[config.mk]
export PLATFORM = sky130hd
export DESIGN_NAME = vga_fb_arbiter
export DESIGN_NICKNAME = d
export VERILOG_FILES = /design/src/rtl/vga_fb_arbiter.sv
export SDC_FILE = /design/constraint.sdc
export NUM_CORES = 1
export LEC_CHECK = 0
export BUFFER_PORTS_ARGS = -buffer_cell sky130_fd_sc_hd__buf_2
export CAP_MARGIN = 10
export CORE_AREA = 2 2 88 90
export CTS_CLUSTER_SIZE = 12
export DETAILED_ROUTE_END_ITERATION = 7
export DIE_AREA = 0 0 90 92
export PLACE_DENSITY_LB_ADDON = 0.25
export SLEW_MARGIN = 0
export SYNTH_ARGS = -nofsm -noshare
export SYNTH_HDL_FRONTEND = slang
export SYNTH_SLANG_ARGS = --single-unit
export TNS_END_PERCENT = 1
[constraint.sdc]
create_clock -name clock -period 1.3 [get_ports clock]
set_input_delay 0 -clock clock [delete_from_list [all_inputs] [get_ports clock]]
set_output_delay 0 -clock clock [all_outputs]
set_load 0.005 [all_outputs]
[src/rtl/vga_fb_arbiter.sv]
// vga_fb_arbiter: shares one single-port synchronous-read framebuffer SRAM
// between the display scan-out fetch (high priority) and an APB slave port.
// A starvation counter lets a waiting APB access take priority once it has
// been held off for STARVE_MAX consecutive cycles.
module vga_fb_arbiter #(
   parameter int ADDR_W     = 19,
   parameter int DATA_W     = 24,
   parameter int STARVE_MAX = 8
) (
   input  logic              clock,
   input  logic              reset,
   // APB slave
   input  logic [31:0]       in_paddr,
   input  logic              in_psel,
   input  logic              in_penable,
   input  logic              in_pwrite,
   input  logic [31:0]       in_pwdata,
   input  logic [3:0]        in_pstrb,
   output logic              in_pready,
   output logic [31:0]       in_prdata,
   output logic              in_pslverr,
   // display fetch
   input  logic              disp_req,
   input  logic [ADDR_W-1:0] disp_addr,
   output logic              disp_gnt,
   output logic              disp_rvalid,
   output logic [DATA_W-1:0] disp_rdata,
   // SRAM macro
   output logic              mem_en,
   output logic              mem_we,
   output logic [ADDR_W-1:0] mem_addr,
   output logic [DATA_W-1:0] mem_wdata,
   output logic [2:0]        mem_wmask,
   input  logic [DATA_W-1:0] mem_rdata
);

   localparam int SC_W = $clog2(STARVE_MAX + 1);

   typedef enum logic [1:0] {IDLE, RD_WAIT, ACK} state_t;

   typedef struct packed {
      logic              en;
      logic              we;
      logic [ADDR_W-1:0] addr;
      logic [DATA_W-1:0] wdata;
      logic [2:0]        wmask;
   } mem_req_t;

   state_t          state, state_nx;
   logic [SC_W-1:0] starve_cnt;
   logic            rd_src;       // last cycle's SRAM read belonged to display
   logic            apb_pend;
   logic            apb_misal;
   logic            disp_win;
   logic            apb_win;
   logic            pslverr_nx;
   mem_req_t        mreq;

   // Address/data bits the framebuffer never looks at.
   logic unused_bits;
   assign unused_bits = ^{in_paddr[31:ADDR_W+2], in_pwdata[31:DATA_W], in_pstrb[3]};

   // An APB access only competes for the SRAM while the FSM is idle; once
   // granted, the FSM walks through RD_WAIT/ACK without needing the port.
   assign apb_pend  = in_psel & in_penable & (state == IDLE);
   assign apb_misal = |in_paddr[1:0];
   assign disp_win  = disp_req & (~apb_pend | (starve_cnt < SC_W'(STARVE_MAX)));
   assign apb_win   = apb_pend & ~disp_win;
   assign disp_gnt  = disp_win;

   // SRAM port driven straight from this cycle's winner.
   always_comb begin
      mreq = '0;
      if (disp_win) begin
         mreq.en   = 1'b1;
         mreq.addr = disp_addr;
      end else if (apb_win && !apb_misal) begin
         // an all-zero strobe write is completed on the bus but never touches the array
         mreq.en    = in_pwrite ? (|in_pstrb[2:0]) : 1'b1;
         mreq.we    = in_pwrite;
         mreq.addr  = in_paddr[ADDR_W+1:2];
         mreq.wdata = in_pwdata[DATA_W-1:0];
         mreq.wmask = in_pstrb[2:0];
      end
   end

   assign mem_en    = mreq.en;
   assign mem_we    = mreq.we;
   assign mem_addr  = mreq.addr;
   assign mem_wdata = mreq.wdata;
   assign mem_wmask = mreq.wmask;

   // Read data returns one cycle after the enable; rd_src steers it to display.
   assign disp_rvalid = rd_src;
   assign disp_rdata  = rd_src ? mem_rdata : '0;

   // APB FSM next state and error flag for the upcoming ACK.
   always_comb begin
      state_nx   = state;
      pslverr_nx = 1'b0;
      case (state)
         IDLE: begin
            if (apb_win) begin
               if (apb_misal) begin
                  state_nx   = ACK;
                  pslverr_nx = 1'b1;
               end else if (in_pwrite) begin
                  state_nx = ACK;
               end else begin
                  state_nx = RD_WAIT;
               end
            end
         end
         RD_WAIT: state_nx = ACK;
         ACK:     state_nx = IDLE;
         default: state_nx = IDLE;
      endcase
   end

   // APB FSM state register.
   always_ff @(posedge clock or posedge reset) begin
      if (reset) state <= IDLE;
      else       state <= state_nx;
   end

   // Registered APB response: ready/error for exactly the ACK cycle, read data captured in RD_WAIT.
   always_ff @(posedge clock or posedge reset) begin
      if (reset) begin
         in_pready  <= 1'b0;
         in_pslverr <= 1'b0;
         in_prdata  <= '0;
      end else begin
         in_pready  <= (state_nx == ACK);
         in_pslverr <= pslverr_nx;
         if (state == RD_WAIT) in_prdata <= {{(32-DATA_W){1'b0}}, mem_rdata};
      end
   end

   // Starvation counter: counts consecutive denied cycles of a pending APB access.
   always_ff @(posedge clock or posedge reset) begin
      if (reset)                      starve_cnt <= '0;
      else if (apb_pend && !apb_win)  starve_cnt <= (starve_cnt == SC_W'(STARVE_MAX)) ?
                                                    starve_cnt : starve_cnt + SC_W'(1);
      else                            starve_cnt <= '0;
   end

   // Remember who owns the read data arriving next cycle.
   always_ff @(posedge clock or posedge reset) begin
      if (reset) rd_src <= 1'b0;
      else       rd_src <= disp_win;
   end

endmodule

* After elaboration in Yosys (flattened, before gate mapping) *
Cells that the tools add are included.

operators by class
  add/sub/neg operators = 1
  multiply operators = 0
  div/mod/pow operators = 0
  $lt $le $gt $ge = 1
  eq/ne operators = 4
  shift-type cells = 0
  multiplexer cells = 16
  bitwise gates (word level) = 7
  reductions and logical operators = 7

operators with widths
  operator                                             count
  two-way mux 48 bit                                   1
  two-way mux 27 bit                                   1
  two-way mux 24 bit                                   1
  two-way mux 19 bit                                   1
  two-way mux 4 bit                                    2
  two-way mux 1 bit                                    6
  two-way mux 2 bit                                    3
  adder 4 x 1 -> 4 bit, second input constant          1
  AND 1 bit                                            4
  equality test 4 bit, second input constant           1
  < comparator 4 bit, second input constant            1
  case mux 2 bit (2 select lines)                      1
  OR reduction 3 bit                                   1
  equality test 2 x 1 -> 1 bit, second input constant  1
  equality test 2 bit, second input constant           1
  logical AND 1 bit                                    2
  zero test 1 bit                                      2
  zero test 2 bit                                      1
  inequality test 2 bit, second input constant         1
  inverter 1 bit                                       2
  OR reduction 2 bit                                   1
  OR 1 bit                                             1

word-level totals
  register bits = 33
  bits in latches = 0
  bits in writable memories = 0
  ROM bits = 0
  input port bits = 117
  output and inout port bits = 108
  word-level logic and storage cells = 42
  memories kept = 0

* Longest topological paths before layout *
Gate-level depths: netlist (run 1).

  word-level depth = 10
  mapped depth = 5
  gate-level depth less buffers = 3

* Worst setup path before layout (run 1) *
No wires, ideal clock.

  path kind = reg2out
  from = reg state[0]
  to = out mem_addr[10]
  arrival = 1,292 ps
  data required time = 1,300 ps
  path slack = 8 ps
  cell stages (with the launch flop) = 6
  path buffers = 2
  path through = dfrtp_1 > and4bb_4 > and3_4 > buf_6 > buf_8 > a22o_1

between the ends
  cells in the longest elaborated chain, start to end = 10

ends and longest elaborated chain
  element                 line  text
  start, declared         49    state_t state, state_nx;
  start signal, assigned  123   else state <= state_nx;
  zero test 2 bit *       65    assign apb_pend = in_psel & in_penable & (state == IDLE);
  AND 1 bit *             65
  inverter 1 bit          67    assign disp_win = disp_req & (~apb_pend | (starve_cnt < SC_W'(STARVE_MAX)));
  OR 1 bit                67
  AND 1 bit               67
  inverter 1 bit          68    assign apb_win = apb_pend & ~disp_win;
  AND 1 bit               68
  logical AND 1 bit       77    end else if (apb_win && !apb_misal) begin
  two-way mux 48 bit      77
  two-way mux 19 bit *    74    if (disp_win) begin
  end, declared           31    output logic [ADDR_W-1:0] mem_addr,

Every way passes the cells marked *; elsewhere a longest branch is shown, timed or not.

* Worst setup path in the final report (run 1) *
  from = reg state[1]
  to = out mem_wdata[18]

between the ends
  cells in the longest elaborated chain, start to end = 10

ends and longest elaborated chain
  element               line  text
  zero test 2 bit *     65
  AND 1 bit *           65
  inverter 1 bit        67
  OR 1 bit              67
  AND 1 bit             67
  inverter 1 bit        68
  AND 1 bit             68
  logical AND 1 bit     77
  two-way mux 48 bit    77
  two-way mux 27 bit *  74
  end, declared         32    output logic [DATA_W-1:0] mem_wdata,

Marked as above.

==> summary.txt, run 1 <==
Timing
  • Post-Route Skew: 0.001888 ns
  • Final period utilization: 129.6%
  • Setup ws final: -0.3847 ns
  • Hold Worst Slack: 0.03215 ns
  • Final Max Tran Viols: 0
  • Period minus WS final: 1.685 ns
  • RSZ-0062 raised after global routing: true
  • Final hold viol count: 0
  • Setup_tns: -17.57 ns
  • F_max: 593.6 MHz
  • Final Setup Violations: 50

Yosys
  • Post-synth EDFFs: 0
  • Yosys top cell by area: dfrtp_1
  • Mapped Area: 1907 µm²
  • Top_reg_cell synth: dfrtp_1
  • Largest family of logic cells by synthesized area: simple AND/OR/NAND/NOR gates
  • Post-Syn Instances: 177
  • Mux contribution to synthesized area: 14.17%
  • Yosys warning total: 0
  • Synth Area per Inst: 10.77 µm²
  • Most frequent cell after synthesis: and2_1
  • Synth Area in Compound Gates: 9.777%
  • Post-synthesis adder-cell area fraction: 1.312%
  • XOR/XNOR share of the synthesized area: 0.4593%
  • Synth Register Bits: 33
  • Top-area cell type share of the netlist area: 43.31%
  • Async SR Flop Fraction: 100.0%
  • Simple logic cell fraction of the synthesized area: 23.16%
  • Cell variety after synth: 28
  • Register area share after synthesis: 43.31%
  • Top cells by area, synth: dfrtp_1, and2_1, mux2_2
  • Synth cell count leaders: and2_1, dfrtp_1, mux2_2

Place
  • HPWL after DPL: 5002 µm
  • Port bufs: 196
  • Dpl ws: -0.06213 ns
  • Dpl cells: 473
  • GP Congestion: 0.7645

Outcome
  • Failing checks: negative setup slack
  • Status: finished, violations left

Power and ir drop
  • Switching fraction of total power: 27.19%
  • Pwr/cell area: 830.1 nW/µm²
  • Sequential share of power: 44.1%
  • Leakage: 0.001922 µW
  • Comb pwr share: 29.5%
  • Peak VDD IR: 0.3676 mV
  • P_sw: 781.6 µW
  • P_int: 2093 µW
  • Clock share of power: 26.4%

GRT
  • Total gr overflow: 0
  • Antenna violations before repair: 0
  • Largest net degree at the start of global routing: 37
  • Vias in the first global route: 2,058
  • First-pass GRT wire length: 9756 µm
  • Total track usage: 14.78%

Drt
  • Total iterations of the first detailed-routing run: 4
  • Antenna-violating nets left: 0
  • Initial DRC Count: 30
  • Per-cell routed wire length: 12.71 µm
  • Residual DRC count: 0
  • Vias per inst: 4.157
  • Total number of vias: 2,116
  • DRT Wirelength: 6467 µm

Worst setup path
  • Arr. time, crit path: 1.68 ns
  • Startpoint Class: flip-flop
  • Reg-to-reg startpoint: state[1]$_DFF_PP0_
  • Critical Path End: mem_wdata[18]
  • Required @ worst endpoint: 1.30 ns
  • Worst-path cell chain: and4bb_4 -> and3_4 -> clkbuf_16 -> and2_1 -> buf_2
  • CP Capture Type: primary output
  • Worst reg2reg path depth: 4
  • Crit path largest cell delay: 0.40 ns
  • Crit Path Class: reg -> out
  • Crit path max fanout: 18
  • Critical path origin: state[1]$_DFF_PP0_
  • R2R Setup Slk: -0.06 ns
  • R2R Path End: state[0]$_DFF_PP0_
  • Crit path max-delay cell type: dfrtp_1

Cells and area
  • Non-Filler Instances: 509
  • Area Overhead vs Synth: 81.63%
  • Finished Core Util: 46.51%
  • Layout cells sized above 1: 61.18%
  • Diode count: 0
  • Final #Nets: 525

Clock tree
  • CTS tree: built
  • CTS clk-pin slew, worst paths: 0.07 ns
  • Clock root cell: clkbuf_8
  • # H-tree levels: 2
  • Clock Tree Buf Depth: 2
  • CTS Buf Count: 5
  • Clk sink count: 33
  • Clock latency on the worst-skew pair: 0.28 ns

Die
  • Core ar.: 7447 µm²
  • Die Wd: 90 µm
  • Ports: 225
  • Die height: 92 µm
  • DIE AREA: 8280 µm²
  • Starting Density: 25.60%
  • Row cnt: 32

Flow run
  • Max_cap viols: 0

Min path
  • HP Class: in -> reg
## cells by family (layout without fill, tap and decap cells)
| group | count (synthesis) | in the layout |
|---|---|---|
| flops | 33 | 33 |
| buf+inv | 23 | 246 |
| other cells | 1 | 8 |
| compound gates | 22 | 22 |
| simple gates | 71 | 71 |
| xor+xnor | 1 | 1 |
| mux | 24 | 24 |
| fa+ha+maj | 2 | 2 |
## registers in the layout (all words and copies together) (netlist names)
name,cells
disp_rvalid,1
starve_cnt,4
in_prdata,24
in_pready,1
in_pslverr,1
state,2
## cell type report
class | instances | area [µm²]
inverter | 3 | 11.26
clock buffer | 5 | 68.82
fill | 743 | 3984
tap | 102 | 127.6
clock inverter | 3 | 17.52
sequential | 33 | 825.8
timing repair buffer | 235 | 1431
multi-input combinational | 128 | 980.9
## critical path: cells and delay by family, from the launching register on
kind                   cells  cell delay (ns)
flip-flops                 1             0.40
AND/OR/NAND/NOR            3             0.72
buffers and inverters      2             0.28
## worst min path at each step
stage                 from  cells after the start  slack, ns                    to
3_5_place_dp         reset                      2       0.04  in_pslverr$_DFF_PP0_
5_1_grt        in_paddr[1]                      3       0.04    state[1]$_DFF_PP0_
6_report       in_paddr[0]                      3       0.03  in_pslverr$_DFF_PP0_
4_1_cts        in_paddr[0]                      3       0.03    state[1]$_DFF_PP0_
3_3_place_gp         reset                      2       0.03  in_pslverr$_DFF_PP0_
2_1_floorplan    in_pwrite                      1       0.07    state[0]$_DFF_PP0_
## cell usage in the layout, fill, tap and decap left out, drive strengths merged
cell,synthesis,routed
a21boi,1,1
a21o,1,1
a21oi,1,1
a22o,19,19
and2,52,52
and3,2,2
and4bb,1,1
buf,16,208
clkbuf,4,6
clkinv,0,2
clkinvlp,0,1
conb,1,8
dfrtp,33,33
dlygate4sd3,0,26
ha,2,2
inv,3,3
mux2,24,24
nand2,2,2
nand2b,2,2
nand3,1,1
nor2,5,5
nor2b,2,2
nor3,2,2
nor4,1,1
or4b,1,1
xnor2,1,1
## power by group through the flow
stage                     Sequential [µW]  Combinational [µW]  Clock (µW)
after floorplan                      1310                 308           0
after global placement               1280                 781           0
after detailed placement             1290                 790           0
after CTS                            1270                 852         806
after global routing                 1290                 932         837
final                                1270                 848         758
## repair_timing
action                                  CTS  global route
setup buffers                             0             1
hold buffers                             26             0
pin swaps                                 6            10
endpoints found under the hold margin    34             0
cloned                                    0             1
resized for setup                         3             4
endpoints found under the setup margin   74            59
## layer usage
metal	global-route usage (%)	part of all wire, %	vias up
li1	-	-	1035
met1	15.96	39	949
met2	27.82	52	125
met3	4.191	8.0	7
met4	4.615	1.3	0
met5	0	0	-
## metrics by stage
step / cell area (µm²) / total power (µW)
6_report: 3463 / 2875
5_1_grt: 3463 / 3062
4_1_cts: 3416 / 2927
3_5_place_dp: 3053 / 2080
3_3_place_gp: 3053 / 2061
2_1_floorplan: 1933 / 1619
No activity file was read; power rests on OpenSTA's default activity.
==> inputs of run 2 (changes only) <==
==> constraint.sdc (replaced) <==
create_clock -name clock -period 2.2 [get_ports clock]
set_input_delay 0 -clock clock [delete_from_list [all_inputs] [get_ports clock]]
set_output_delay 0 -clock clock [all_outputs]
set_load 0.005 [all_outputs]
==> summary.txt, run 2 (same netlist as run 1, synthesis figures left out) <==
Worst setup path
  • Required @ worst endpoint: 2.20 ns
  • Arr. time, crit path: 1.86 ns
  • Crit Path Class: reg -> out
  • CP Capture Type: primary output
  • Startpoint Class: flip-flop
  • Crit path max fanout: 49

Cells and area
  • Layout cells sized above 1: 58.69%
  • Diode count: 0
  • Sequential cell area: 825.8 µm²
  • Area of the multi-input gates: 962.2 µm²
  • Area Overhead vs Synth: 73.43%
  • Non-Filler Instances: 499
  • Max reg flops: 24
  • Final #Nets: 515
  • Fill count: 748
  • Commonest non-fill, non-tap cell in the layout: buf_2
  • Biggest regs: in_prdata (24), starve_cnt (4), state (2)
  • Most frequent cells in the layout: buf_2, and2_1, dfrtp_1, dlygate4sd3_1, mux2_2
  • Reg with most FFs: in_prdata

Timing
  • Hold Worst Slack: 0.02221 ns
  • Post-Route Skew: 0.004107 ns
  • RSZ-0062 raised after global routing: false
  • F_max: 538.8 MHz
  • Setup ws final: 0.3439 ns
  • Final hold viol count: 0
  • Setup_tns: 0 ns
  • Period minus WS final: 1.856 ns
  • Final Setup Violations: 0
  • Final Max Tran Viols: 0
  • Actual slew at the worst max-slew pin: 0.6572 ns
  • Max transition margin: 56.19%
  • Final period utilization: 84.37%

Outcome
  • Status: complete, no violations

Place
  • Port bufs: 196
  • GP Congestion: 0.7380
  • Dpl ws: 0.6411 ns
  • HPWL after DPL: 4649 µm
  • Dpl cells: 465

Clock tree
  • Clock Tree Buf Depth: 2
  • CTS Buf Count: 5
  • CTS tree: built
  • Clock root cell: clkbuf_8
  • Postcts setup bufs: 0
  • # H-tree levels: 2
  • CTS clk-pin slew, worst paths: 0.07 ns
  • Clock latency on the worst-skew pair: 0.28 ns
  • Clk sink count: 33

Power and ir drop
  • Final Power: 1806 µW
  • Peak VDD IR: 0.2157 mV
  • Pwr/cell area: 546.3 nW/µm²
  • Leakage: 0.001852 µW

GRT
  • Vias in the first global route: 2,029
  • First-pass GRT wire length: 9542 µm
  • Antenna violations before repair: 0
  • Total track usage: 14.40%
  • Total gr overflow: 0
  • Largest net degree at the start of global routing: 50

Die
  • Die Wd: 90 µm
  • Ports: 225
  • DIE AREA: 8280 µm²
  • Die height: 92 µm
  • Starting Density: 25.60%
  • Core ar.: 7447 µm²
  • Row cnt: 32

Drt
  • Total number of vias: 2,051
  • Total iterations of the first detailed-routing run: 3
  • Vias per inst: 4.110
  • Max layer used: met4
  • Residual DRC count: 0
  • Antenna-violating nets left: 0
  • DRT Wirelength: 6154 µm
  • M1 WL: 2294 µm
  • Initial DRC Count: 24
  • Routed met2 length: 3218 µm
  • Per-cell routed wire length: 12.33 µm
  • Metal3 WL: 606 µm

Flow run
  • Max_cap viols: 0

Min path
  • HP Class: in -> reg
-- run 2: changes by cell type in the layout (fill, tap and decap cells not counted), moves of 2 or more --
cell / previous run / this run
buf_2: 194 / 196
buf_4: 7 / 3
buf_6: 2 / 0
buf_12: 5 / 0
and2_1: 50 / 52
clkinv_2: 2 / 0
and2_4: 2 / 0
-- run 2: critical path: stages (launching register included) --
cell and delay, ns:
dfrtp_1 0.41, and4bb_4 0.39, and3_4 0.46, a22o_1 0.19, buf_2 0.12
-- run 2: path summary, 6_finish.rpt --
| kind | startpoint | end | slack (ns) | depth (start not counted) |
|---|---|---|---|---|
| max in group asynchronous | reset | in_prdata[18]$_DFFE_PP0P_ | 1.54 | 4 |
| min reg2reg | starve_cnt[0]$_DFFE_PP0P_ | starve_cnt[0]$_DFFE_PP0P_ | 0.49 | 1 |
| min in group asynchronous | reset | in_prdata[14]$_DFFE_PP0P_ | 0.36 | 4 |
| max | state[0]$_DFF_PP0_ | mem_addr[17] | 0.34 | 4 |
| min | disp_req | disp_rvalid$_DFF_PP0_ | 0.02 | 2 |
| max reg2reg | state[0]$_DFF_PP0_ | state[0]$_DFF_PP0_ | 0.70 | 3 |
-- run 2: repair_timing --
action                                  in CTS  in global routing
resized for setup                            0                  0
hold endpoints to repair                    58                  0
hold buffers                                26                  0
endpoints found under the setup margin       0                  0
-- run 2: cell type report --
| cell class | instances | area share, % |
|---|---|---|
| Clock buffer | 7 | 2.611 |
| Clock inverter | 1 | 0.9081 |
| Inverter | 3 | 0.3405 |
| Multi-Input combinational cell | 128 | 29.10 |
| Sequential cell | 33 | 24.97 |
| Tap cell | 102 | 3.859 |
| Timing Repair Buffer | 225 | 38.21 |
-- run 2: power breakdown --
part / total, µW / leakage [µW] / internal, µW / switching (µW)
Combinational: 471 / 0.00139 / 293 / 178
Clock: 581 / 0.0000585 / 369 / 212
Sequential: 754 / 0.000401 / 708 / 46.0
Total: 1810 / 0.00185 / 1370 / 436
-- run 2: stage by stage --
step,util [%],area (µm²)
floorplan,-,1933
global placement,39.35,2930
finish,44.41,3307
detailed placement,39.35,2930
CTS,44.41,3307
global route,44.41,3307
-- run 2: layer usage --
| layer | global-route usage (%) | vias to the layer above |
|---|---|---|
| met1 | 14.70 | 906 |
| li1 | - | 1019 |
| met5 | 0 | - |
| met3 | 5.259 | 2 |
| met4 | 4.103 | 0 |
| met2 | 27.44 | 124 |
==> inputs of run 3 (changes only) <==
==> constraint.sdc (replaced) <==
create_clock -name clock -period 1.6 [get_ports clock]
set_input_delay 0 -clock clock [delete_from_list [all_inputs] [get_ports clock]]
set_output_delay 0 -clock clock [all_outputs]
set_load 0.005 [all_outputs]
==> summary.txt, run 3 (same netlist as run 1, synthesis figures left out) <==
Outcome
  • Status: finished, violations left
  • Failing checks: negative setup slack

Drt
  • DRT Wirelength: 6527 µm
  • Initial DRC Count: 10
  • Per-cell routed wire length: 12.85 µm
  • Residual DRC count: 0
  • Total iterations of the first detailed-routing run: 4
  • Vias per inst: 4.215
  • Total number of vias: 2,141
  • Antenna-violating nets left: 0

Timing
  • Final hold viol count: 0
  • Setup ws final: -0.09913 ns
  • F_max: 588.5 MHz
  • Final Setup Violations: 48
  • Final Max Tran Viols: 0
  • Final period utilization: 106.2%
  • RSZ-0062 raised after global routing: true
  • Post-Route Skew: 0.002319 ns
  • Setup_tns: -2.360 ns
  • Period minus WS final: 1.699 ns

Clock tree
  • Clk sink count: 33
  • Clock latency on the worst-skew pair: 0.28 ns
  • CTS clk-pin slew, worst paths: 0.07 ns
  • Clock Tree Buf Depth: 2
  • Clock root cell: clkbuf_8
  • CTS tree: built
  • # H-tree levels: 2
  • CTS Buf Count: 5

Worst setup path
  • Crit Path Class: reg -> out
  • Worst-path cell chain: and4bb_4 -> a21boi_4 -> buf_6 -> a22o_1 -> buf_2
  • Crit path largest cell delay: 0.42 ns
  • Worst reg2reg path depth: 3
  • Startpoint Class: flip-flop
  • R2R Setup Slk: 0.27 ns
  • R2R Path End: state[0]$_DFF_PP0_
  • Crit path max fanout: 7
  • CP Capture Type: primary output
  • Reg-to-reg startpoint: state[1]$_DFF_PP0_
  • Arr. time, crit path: 1.70 ns
  • Required @ worst endpoint: 1.60 ns
  • Crit path max-delay cell type: and4bb_4

GRT
  • Total gr overflow: 0
  • Vias in the first global route: 2,145
  • Largest net degree at the start of global routing: 26
  • First-pass GRT wire length: 10,630 µm
  • Total track usage: 16.01%
  • Antenna violations before repair: 0

Power and ir drop
  • Peak VDD IR: 0.2982 mV
  • Pwr/cell area: 732.6 nW/µm²
  • Leakage: 0.001914 µW
  • Final Power: 2518 µW

Die
  • Starting Density: 25.60%
  • Ports: 225
  • Row cnt: 32
  • Core ar.: 7447 µm²
  • DIE AREA: 8280 µm²
  • Die height: 92 µm
  • Die Wd: 90 µm

Cells and area
  • Layout cells sized above 1: 59.85%
  • Reg with most FFs: in_prdata
  • Area Overhead vs Synth: 80.25%
  • Final #Nets: 524
  • Max reg flops: 24
  • Most frequent cells in the layout: buf_2, and2_1, dfrtp_1, dlygate4sd3_1, mux2_2
  • Area of the multi-input gates: 1007 µm²
  • Design area: 3437 µm²
  • Biggest regs: in_prdata (24), starve_cnt (4), state (2)
  • Commonest non-fill, non-tap cell in the layout: buf_2
  • Fill count: 753
  • Sequential cell area: 825.8 µm²
  • Diode count: 0

Place
  • Dpl ws: 0.06752 ns
  • Port bufs: 196
  • HPWL after DPL: 4664 µm
  • GP Congestion: 0.7701
  • Placed Area: 2970 µm²

Flow run
  • Max_cap viols: 0

Min path
  • Cell count of the worst hold path: 3
  • Hold EP: state[1]$_DFF_PP0_
  • HP Class: in -> reg
  • Hold wc startpoint: in_paddr[1]
==> run 3: changes by cell type in the layout (fill, tap and decap cells not counted) <==
cell | before | now
a21boi_1 | 1 | 0
a21boi_4 | 0 | 1
buf_6 | 0 | 4
and3_4 | 1 | 4
buf_12 | 0 | 2
==> run 3: area by class of cell <==
type                       instances  area share (%)
timing repair buffer             231           39.24
multi-input combinational        131           29.30
sequential                        33           24.03
tap                              102           3.713
clock buffer                       7           2.512
clock inverter                     1          0.8737
inverter                           3          0.3276
==> run 3: where the power goes <==
| part | leakage, µW | switching [µW] | internal (µW) |
|---|---|---|---|
| sequential | 0.000401 | 58.5 | 973 |
| clock | 0.0000585 | 291 | 507 |
| combinational | 0.00145 | 264 | 423 |
| total | 0.00191 | 614 | 1900 |
==> run 3: critical path, delay by kind of cell, from the launching register on <==
| kind | cells | cell delay [ns] |
|---|---|---|
| flops | 1 | 0.41 |
| simple gates | 1 | 0.42 |
| compound gates | 2 | 0.32 |
| buf+inv | 2 | 0.28 |
==> run 3: worst max-delay path by stage <==
| stage | end | slack, ns | cells after the start | start |
|---|---|---|---|---|
| finish | mem_addr[17] | -0.1 | 5 | state[1]$_DFF_PP0_ |
| global placement | mem_addr[8] | 0.07 | 4 | state[0]$_DFF_PP0_ |
| CTS | mem_addr[7] | -0.11 | 5 | state[1]$_DFF_PP0_ |
| global route | mem_addr[17] | -0.18 | 4 | state[1]$_DFF_PP0_ |
| floorplan | mem_addr[10] | 0.31 | 5 | state[0]$_DFF_PP0_ |
| detailed placement | mem_addr[15] | 0.07 | 4 | state[0]$_DFF_PP0_ |
==> run 3: stage by stage <==
stage,hold slack (ns),std cells,util [%]
6_report,0.04531,508,46.15
5_1_grt,0.07464,508,46.15
4_1_cts,0.02975,508,46.15
3_5_place_dp,0.02117,467,39.89
3_3_place_gp,0.01840,467,39.89
2_1_floorplan,0.06564,184,-
==> run 3: per-layer routing <==
layer,track usage (%),vias to the layer above,part of all wire [%]
met4,4.359,0,1.3
met3,5.259,7,9.2
met1,17.25,962,37
li1,-,1042,-
met2,29.95,130,52
met5,0,-,0
==> run 3: what timing repair did <==
action / 4_1_cts / 5_1_grt
setup buffers: 2 / 0
cloned: 5 / 0
hold endpoints to repair: 34 / 0
setup endpoints to repair: 48 / 48
hold buffers: 26 / 0
pin swaps: 38 / 2
gates resized for setup: 11 / 0
